<file path="config.mk">
export PLATFORM = sky130hd
export DESIGN_NAME = regfile_wb_arbiter_flat
export DESIGN_NICKNAME = d
export VERILOG_FILES = /design/src/rtl/regfile_wb_arbiter_if.sv /design/src/rtl/regfile_wb_arbiter.sv /design/src/flat_wrapper.sv
export SDC_FILE = /design/constraint.sdc
export NUM_CORES = 1
export LEC_CHECK = 0
export CAP_MARGIN = 20
export CORE_ASPECT_RATIO = 0.6
export CORE_UTILIZATION = 48
export DETAILED_ROUTE_END_ITERATION = 6
export GPL_TIMING_DRIVEN = 1
export HOLD_SLACK_MARGIN = 0.08
export PLACE_DENSITY = 0.73
export SETUP_SLACK_MARGIN = 0.2
export SLEW_MARGIN = 10
export SYNTH_ARGS = -nofsm -noshare
export SYNTH_HDL_FRONTEND = slang
export SYNTH_SLANG_ARGS = --single-unit
</file>
<file path="constraint.sdc">
create_clock -name clk -period 2.8 [get_ports clk]
set_input_delay 0.28 -clock clk [delete_from_list [all_inputs] [get_ports clk]]
set_output_delay 0.28 -clock clk [all_outputs]
set_load 0.01 [all_outputs]
</file>
<file path="src/rtl/regfile_wb_arbiter_if.sv">
// regfile_wb_arbiter_if: writeback requester handshakes, register-file write port
// and pending-write lookup signals shared by the arbiter and its users.
interface regfile_wb_arbiter_if;
    logic        r0_valid, r0_ready, r1_valid, r1_ready;
    logic [4:0]  r0_addr, r1_addr;
    logic [31:0] r0_data, r1_data;
    logic        we;
    logic [4:0]  waddr;
    logic [31:0] wdata;
    logic [4:0]  chk_addr1, chk_addr2;
    logic        chk_hit1, chk_hit2, idle;
    modport master (
        output r0_valid, r0_addr, r0_data, r1_valid, r1_addr, r1_data, chk_addr1, chk_addr2,
        input  r0_ready, r1_ready, we, waddr, wdata, chk_hit1, chk_hit2, idle
    );
    modport slave (
        input  r0_valid, r0_addr, r0_data, r1_valid, r1_addr, r1_data, chk_addr1, chk_addr2,
        output r0_ready, r1_ready, we, waddr, wdata, chk_hit1, chk_hit2, idle
    );
endinterface

</file>
<file path="src/rtl/regfile_wb_arbiter.sv">
// regfile_wb_arbiter: two writeback FIFOs arbitrated onto one registered register-file write port.
// WB_FIXED_PRIO_EN selects fixed r0 priority instead of round-robin.
module regfile_wb_arbiter #(
    parameter int DEPTH = 2,
    parameter int PTR_W = 1
) (
    input logic clk,
    input logic rst,
    regfile_wb_arbiter_if.slave bus
);
    logic [1:0]       valid, ready, push, pop, ne, hit1, hit2;
    logic [1:0][36:0] din, head;
    logic             sel;
    assign valid      = {bus.r1_valid, bus.r0_valid};
    assign din[0]     = {bus.r0_addr, bus.r0_data};
    assign din[1]     = {bus.r1_addr, bus.r1_data};
    assign bus.r0_ready = ready[0];
    assign bus.r1_ready = ready[1];
    for (genvar i = 0; i < 2; i++) begin : g_fifo
        logic [36:0]      mem [DEPTH];
        logic [PTR_W-1:0] wp, rp, off;
        logic [PTR_W:0]   cnt;
        logic             h1, h2;
        assign ready[i] = !cnt[PTR_W];
        assign ne[i]    = cnt != '0;
        // x0 writes are accepted but never stored
        assign push[i]  = valid[i] && ready[i] && din[i][36:32] != 5'd0;
        assign head[i]  = mem[rp];
        assign hit1[i]  = h1;
        assign hit2[i]  = h2;
        always_ff @(posedge clk)
            if (push[i]) mem[wp] <= din[i];
        always_ff @(posedge clk or posedge rst) begin
            if (rst) begin
                cnt <= '0;
                wp  <= '0;
                rp  <= '0;
            end else begin
                if (push[i]) wp <= wp + PTR_W'(1);
                if (pop[i]) rp <= rp + PTR_W'(1);
                cnt <= cnt + (PTR_W+1)'(push[i]) - (PTR_W+1)'(pop[i]);
            end
        end
        always_comb begin
            h1  = 1'b0;
            h2  = 1'b0;
            off = '0;
            for (int k = 0; k < DEPTH; k++) begin
                off = PTR_W'(k) - rp;
                if ({1'b0, off} < cnt) begin
                    h1 = h1 | (mem[k][36:32] == bus.chk_addr1);
                    h2 = h2 | (mem[k][36:32] == bus.chk_addr2);
                end
            end
        end
    end
`ifdef WB_FIXED_PRIO_EN
    assign sel = !ne[0];
`else
    logic rr_last;
    assign sel = (&ne) ? !rr_last : ne[1];
    always_ff @(posedge clk or posedge rst)
        if (rst) rr_last <= 1'b1;
        else if (|ne) rr_last <= sel;
`endif
    assign pop = (|ne) ? (sel ? 2'b10 : 2'b01) : 2'b00;
    always_ff @(posedge clk or posedge rst) begin
        if (rst) begin
            bus.we    <= 1'b0;
            bus.waddr <= 5'd0;
            bus.wdata <= 32'd0;
        end else begin
            bus.we <= |ne;
            if (|ne) {bus.waddr, bus.wdata} <= head[sel];
        end
    end
    // the in-flight write is excluded: the register file forwards it
    assign bus.chk_hit1 = bus.chk_addr1 != 5'd0 && |hit1;
    assign bus.chk_hit2 = bus.chk_addr2 != 5'd0 && |hit2;
    assign bus.idle     = !ne[0] && !ne[1] && !bus.we;
endmodule

</file>
<file path="src/flat_wrapper.sv">
// flat-port wrapper written by rule: the top's interface ports become plain ports
module regfile_wb_arbiter_flat 
#(
    parameter int DEPTH = 2,
    parameter int PTR_W = 1
)
  (clk, rst, bus_r0_valid, bus_r0_addr, bus_r0_data, bus_r1_valid, bus_r1_addr, bus_r1_data, bus_chk_addr1, bus_chk_addr2, bus_r0_ready, bus_r1_ready, bus_we, bus_waddr, bus_wdata, bus_chk_hit1, bus_chk_hit2, bus_idle);
  regfile_wb_arbiter_if bus_i ();
  input logic clk;
  input logic rst;
  input wire logic [$bits(bus_i.r0_valid)-1:0] bus_r0_valid;
  input wire logic [$bits(bus_i.r0_addr)-1:0] bus_r0_addr;
  input wire logic [$bits(bus_i.r0_data)-1:0] bus_r0_data;
  input wire logic [$bits(bus_i.r1_valid)-1:0] bus_r1_valid;
  input wire logic [$bits(bus_i.r1_addr)-1:0] bus_r1_addr;
  input wire logic [$bits(bus_i.r1_data)-1:0] bus_r1_data;
  input wire logic [$bits(bus_i.chk_addr1)-1:0] bus_chk_addr1;
  input wire logic [$bits(bus_i.chk_addr2)-1:0] bus_chk_addr2;
  output wire logic [$bits(bus_i.r0_ready)-1:0] bus_r0_ready;
  output wire logic [$bits(bus_i.r1_ready)-1:0] bus_r1_ready;
  output wire logic [$bits(bus_i.we)-1:0] bus_we;
  output wire logic [$bits(bus_i.waddr)-1:0] bus_waddr;
  output wire logic [$bits(bus_i.wdata)-1:0] bus_wdata;
  output wire logic [$bits(bus_i.chk_hit1)-1:0] bus_chk_hit1;
  output wire logic [$bits(bus_i.chk_hit2)-1:0] bus_chk_hit2;
  output wire logic [$bits(bus_i.idle)-1:0] bus_idle;
  assign bus_i.r0_valid = bus_r0_valid;
  assign bus_i.r0_addr = bus_r0_addr;
  assign bus_i.r0_data = bus_r0_data;
  assign bus_i.r1_valid = bus_r1_valid;
  assign bus_i.r1_addr = bus_r1_addr;
  assign bus_i.r1_data = bus_r1_data;
  assign bus_i.chk_addr1 = bus_chk_addr1;
  assign bus_i.chk_addr2 = bus_chk_addr2;
  assign bus_r0_ready = bus_i.r0_ready;
  assign bus_r1_ready = bus_i.r1_ready;
  assign bus_we = bus_i.we;
  assign bus_waddr = bus_i.waddr;
  assign bus_wdata = bus_i.wdata;
  assign bus_chk_hit1 = bus_i.chk_hit1;
  assign bus_chk_hit2 = bus_i.chk_hit2;
  assign bus_idle = bus_i.idle;
  regfile_wb_arbiter #(.DEPTH(DEPTH), .PTR_W(PTR_W)) u_core (.clk(clk), .rst(rst), .bus(bus_i));
endmodule
</file>
# ---- Word level (Yosys, flattened, before mapping)
# Memory sizes are Yosys's and may differ from the RTL's.
# Index checks and enable logic that the tools add are counted.
dict set report classes {
  addsub 12
  magnitude_cmp 5
  eq_ne 8
  muxes 17
  bitwise_logic 4
  reduce_logical 24
}
# cell n
set op_table {}
lappend op_table {{$mux 37} 2}
lappend op_table {{$eq 5x5->1} 8}
lappend op_table {{$reduce_bool 5->1} 4}
lappend op_table {{$mux 1} 13}
lappend op_table {{$logic_and 1x1->1} 8}
lappend op_table {{$lt 1x2->1} 4}
lappend op_table {{$logic_not 1->1} 6}
lappend op_table {{$reduce_or 2->1} 3}
lappend op_table {{$add 1x1->1 const B} 4}
lappend op_table {{$add 2x1->2} 2}
lappend op_table {{$mux 2} 2}
lappend op_table {{$or 1x1->1} 4}
lappend op_table {{$reduce_bool 2->1} 2}
lappend op_table {{$sub 1x1->1 const A} 4}
lappend op_table {{$sub 2x1->2} 2}
lappend op_table {{$lt 1x2->1 const B} 1}
lappend op_table {{$reduce_and 2->1} 1}
dict set report totals {
  regBits 47
  ram_bits 148
  inputBits 88
  out_inout_bits 43
  wordCells 82
  n_memories 2
}
# name words word_bits read_ports rd_clocked_by_memory_dff wr line
set memory_table {}
lappend memory_table {{u_core.g_fifo[0].mem} 2 37 3 0 1 regfile_wb_arbiter.sv:20} ;# logic [36:0] mem [DEPTH];
lappend memory_table {{u_core.g_fifo[1].mem} 2 37 3 0 1 regfile_wb_arbiter.sv:20}

# ---- Longest topological paths before layout
dict set report logic_depth {
  ltp_word 7
  mapped_depth 11
  ltp_nobuf 9
}

# ---- Least setup slack after synthesis
# OpenSTA, ideal clock, no wires.
dict set report synth_timing {
  kind {reg2reg}
  start {register u_core.g_fifo[1].cnt[1]}
  end {memory u_core.g_fifo[1].mem[0][0], enable pin}
  setup_time_ps 431
  arrival_time_ps 2337
  required_time_ps 2369
  path_slack_ps 32
  stages_incl_launch_ff 5
  path_buffers 1
  synth_period_minus_slack_ps 2768
  path_cell_list {dfrtp_1 > buf_6 > inv_1 > o211ai_4 > nor2_1}
}
dict set report synth_between {
  elab_chain_len 5
}
# element line
set synth_lines {}
lappend synth_lines {{start, declared} regfile_wb_arbiter.sv:22} ;# logic [PTR_W:0] cnt;
lappend synth_lines {{start signal, assigned} regfile_wb_arbiter.sv:41} ;# cnt <= cnt + (PTR_W+1)'(push[i]) - (PTR_W+1)'(pop[i]);
lappend synth_lines {{$logic_not 1->1} regfile_wb_arbiter.sv:24} ;# assign ready[i] = !cnt[PTR_W];
lappend synth_lines {{named net bus_r1_ready} flat_wrapper.sv:20} ;# output wire logic [$bits(bus_i.r1_ready)-1:0] bus_r1_ready;
lappend synth_lines {{$logic_and 1x1->1 (2 in a row)} regfile_wb_arbiter.sv:27} ;# assign push[i] = valid[i] && ready[i] && din[i][36:32] != 5'd0;
lappend synth_lines {{$mux 1} regfile_wb_arbiter.sv:32} ;# if (push[i]) mem[wp] <= din[i];
lappend synth_lines {{$mux 1 (not written as such)} regfile_wb_arbiter.sv:32}
lappend synth_lines {{end, declared} regfile_wb_arbiter.sv:20}
# The timed path passes the listed nets, and every way through them passes these cells.

# ---- Worst setup path after layout
dict set report layout_timing {
  start {register u_core.g_fifo[1].cnt[1]}
  end {output port bus_idle}
}
dict set report layout_between {
  elab_chain_len 4
}
# element line
set layout_lines {}
lappend layout_lines {{$reduce_bool 2->1} regfile_wb_arbiter.sv:25} ;# assign ne[i] = cnt != '0;
lappend layout_lines {{$logic_not 1->1} regfile_wb_arbiter.sv:80} ;# assign bus.idle = !ne[0] && !ne[1] && !bus.we;
lappend layout_lines {{$logic_and 1x1->1 (2 in a row)} regfile_wb_arbiter.sv:80}
lappend layout_lines {{end, declared} flat_wrapper.sv:26} ;# output wire logic [$bits(bus_i.idle)-1:0] bus_idle;
# Every way passes these cells.

==> flow_metrics.env <==
export IMPL_seq_area_frac_synth_pct=69.5
export IMPL_yosys_register_bits=195
export IMPL_dp_cells=888
export IMPL_critical_path_top_delay_family="buffers and inverters"
export IMPL_grt_max_degree=74
export IMPL_cp_depth=4
export IMPL_dieWidth_um=170
export IMPL_rr_worst_depth=9
export IMPL_rows=36
export IMPL_nets=779
export IMPL_synthTopCellsByArea="edfxtp_1, dfrtp_1, mux2_2"
export IMPL_ir_drop_mv=0.538
export IMPL_crit_chain="nor4_4 > inv_2 > nor2_1 > clkdlybuf4s50_1"
export IMPL_min_period_ns=2.49
export IMPL_synthMuxAreaShare_pct=9.71
export IMPL_initial_core_util_pct=49.5
export IMPL_fin_setup_tns_ns=0
export IMPL_crit_type="reg2out"
export IMPL_min_path_type="in2async"
export IMPL_antenna_found_initial=0
export IMPL_synth_compound_area_share_pct=6.31
export IMPL_cp_start_kind="flop"
export IMPL_drive_gt1_share_pct=15.1
export IMPL_max_cap_viol_count=0
export IMPL_cts_root_buffer="clkbuf_16"
export IMPL_vias=4927
export IMPL_cts_sinks=195
export IMPL_status="completed"
export IMPL_ctsHtreeMaxLevel=4
export IMPL_grt_pass1_wl_um=27400
export IMPL_power_leakage_nw=3.71
export IMPL_dp_hpwl_um=12200
export IMPL_yosys_area_share_simple_pct=5.36
export IMPL_yosys_area_top_type="edfxtp_1"
export IMPL_io_buffers=130
export IMPL_rsz0062_at_grt="false"
export IMPL_end_kind="output port"
export IMPL_fp_coreArea_um2=16400
export IMPL_avgRoutedWirePerCell_um=19.5
export IMPL_reg2reg_slack_ns=0.78
export IMPL_wl_um=18100
export IMPL_grt_use_total_pct=21.5
export IMPL_synth_edf_count=148
export IMPL_first_global_vias=4876
export IMPL_skew_ns=0.0147
export IMPL_fin_crit_sh_pct=89.1
export IMPL_setup_ws_ns=0.306
export IMPL_cp_required_ns=2.52
export IMPL_viasPerCell=5.30
export IMPL_synth_net_count=647
export IMPL_drcViolationCount=0
export IMPL_synth_top_area_share_pct=54.9
export IMPL_synth_warnings=0
export IMPL_synthXorXnorAreaFrac_pct=5.19
export IMPL_synthesis_area_um2=8090
export IMPL_relSlewSlack_pct=43.3
export IMPL_first_pass_iters=4
export IMPL_synthAdderAreaFrac_pct=0.618
export IMPL_path_buf_inv=2
export IMPL_hold_viol_final=0
export IMPL_synth_cell_types=31
export IMPL_worstSkewPairLatency_ns=0.43
export IMPL_final_max_slew_viol_count=0
export IMPL_area_growth_pct=26.8
export IMPL_critPathMaxFanout=7
export IMPL_post_route_util_pct=62.8
export IMPL_cts_clk_slew_worst_paths_ns=0.07
export IMPL_crit_slowest_cell="clkdlybuf4s50_1"
export IMPL_synth_cells=555
export IMPL_max_stage_delay_ns=0.57
export IMPL_final_common_cell="edfxtp_1"
export IMPL_fill_cells=1238
export IMPL_worstPathArrival_ns=2.21
export IMPL_cts_buffers=17
export IMPL_async_flop_share_pct=24.1
export IMPL_setup_viol=0
export IMPL_place_congestion=0.918
export IMPL_final_cell_mix="edfxtp_1, clkdlybuf4s50_1, dfrtp_1, nand2_1, nor2_1"
export IMPL_final_cells=929
export IMPL_avgSynthCellArea_um2=14.6
export IMPL_die_area_um2=17400
export IMPL_cellPowerDensity_nw_per_um2=1030
export IMPL_dp_slack_ns=0.307
export IMPL_boundaryPins=131
export IMPL_reg2reg_to="u_core.g_fifo[0].cnt[1]"
export IMPL_cts_buffer_depth=2
export IMPL_fmax_mhz=401
export IMPL_die_h_um=103
export IMPL_cts_tree="built"
export IMPL_ant_nets=0
export IMPL_grt_ovfl_total=0
export IMPL_drtIter0Drc=351
export IMPL_synth_top_family_by_area="multiplexers"
export IMPL_tightest_slew_ns=0.849
export IMPL_reg2reg_from="u_core.g_fifo[1].cnt[1]"
export IMPL_synthFlopType="edfxtp_1"
==> area by class of cell <==
cell class | instances | area [um^2] | area share, %
antenna | 1 | 2.50 | 0.0244
clock inverter | 12 | 115 | 1.12
sequential | 195 | 5630 | 54.8
clock buffer | 20 | 457 | 4.45
tap | 228 | 285 | 2.78
timing repair buffer | 149 | 1490 | 14.5
inverter | 10 | 37.5 | 0.366
multi-input combinational | 314 | 2250 | 21.9
==> power by group <==
part | total [mW] | leakage [nW] | switching, mW | internal [mW]
combinational | 3.88 | 1.52 | 2.08 | 1.80
clock | 2.34 | 0.275 | 1.12 | 1.22
sequential | 4.37 | 1.91 | 0.417 | 3.96
total | 10.6 | 3.71 | 3.62 | 6.98
==> metrics by stage <==
stage,instance area [um^2],hold slack [ns],power (mW)
2_1_floorplan,8100,0.379,6.86
4_1_cts,10200,0.370,10.6
6_report,10300,0.345,10.6
3_3_place_gp,9600,0.469,8.15
5_1_grt,10300,0.423,11.2
3_5_place_dp,9620,0.479,8.28
==> sequential cells by signal (all words and copies together), names as in the netlist <==
signal             count
u_core.bus.waddr       5
u_core.g_fifo.wp       2
u_core.g_fifo.cnt      4
u_core.bus.we          1
u_core.rr_last         1
u_core.bus.wdata      32
u_core.g_fifo.rp       2
u_core.g_fifo.mem    148
==> cells by family after synthesis <==
group           Yosys count
flops                   195
simple gates            100
compound gates           88
mux                      74
xor+xnor                 48
buf+inv                  46
fa+ha+maj                 4
==> per-layer routing <==
metal	track usage [%]	vias to the layer above	share of wire (%)
met4	5.47	0	0.81
met2	31.9	175	44
met5	0	-	0
li1	-	2275	-
met1	32.0	2461	48
met3	5.26	16	7.5
==> timing repair <==
action / 4_1_cts / 5_1_grt
resized for setup: 1 / 4
endpoints found under the setup margin: 1 / 2
hold buffers: 0 / 0
setup buffers: 0 / 8
hold endpoints to repair: 0 / 0
pin swaps: 0 / 3
==> how the worst max path moves through the flow <==
stage / endpoint / slack, ns / startpoint
after global routing: bus_idle / 0.23 / u_core.g_fifo[1].cnt[1]
after floorplan: u_core.g_fifo[1].mem[0][0] / 0.03 / u_core.g_fifo[1].cnt[1]
after CTS: bus_chk_hit1 / 0.20 / u_core.g_fifo[1].mem[1][34]
final: bus_idle / 0.31 / u_core.g_fifo[1].cnt[1]
after detailed placement: bus_chk_hit1 / 0.31 / bus_chk_addr1[2]
after global placement: u_core.g_fifo[0].mem[0][12] / 0.29 / bus_r0_addr[2]
==> cell usage after synthesis (4+ instances only) <==
library cell  count
mux2_2           36
a21oi_1          38
buf_4             7
buf_6             8
dfrtp_1          46
o21ai_1          37
xor2_1           24
clkbuf_1         11
edfxtp_1        148
nor2_1           43
nand2_1          41
ha_1              4
nor4_1            4
buf_2            10
mux2i_1          38
xnor2_1          24
nor3_1            4
a31oi_1           4
inv_1             9
o2111ai_1         4
Note: power is estimated with default switching activity, not from simulation.
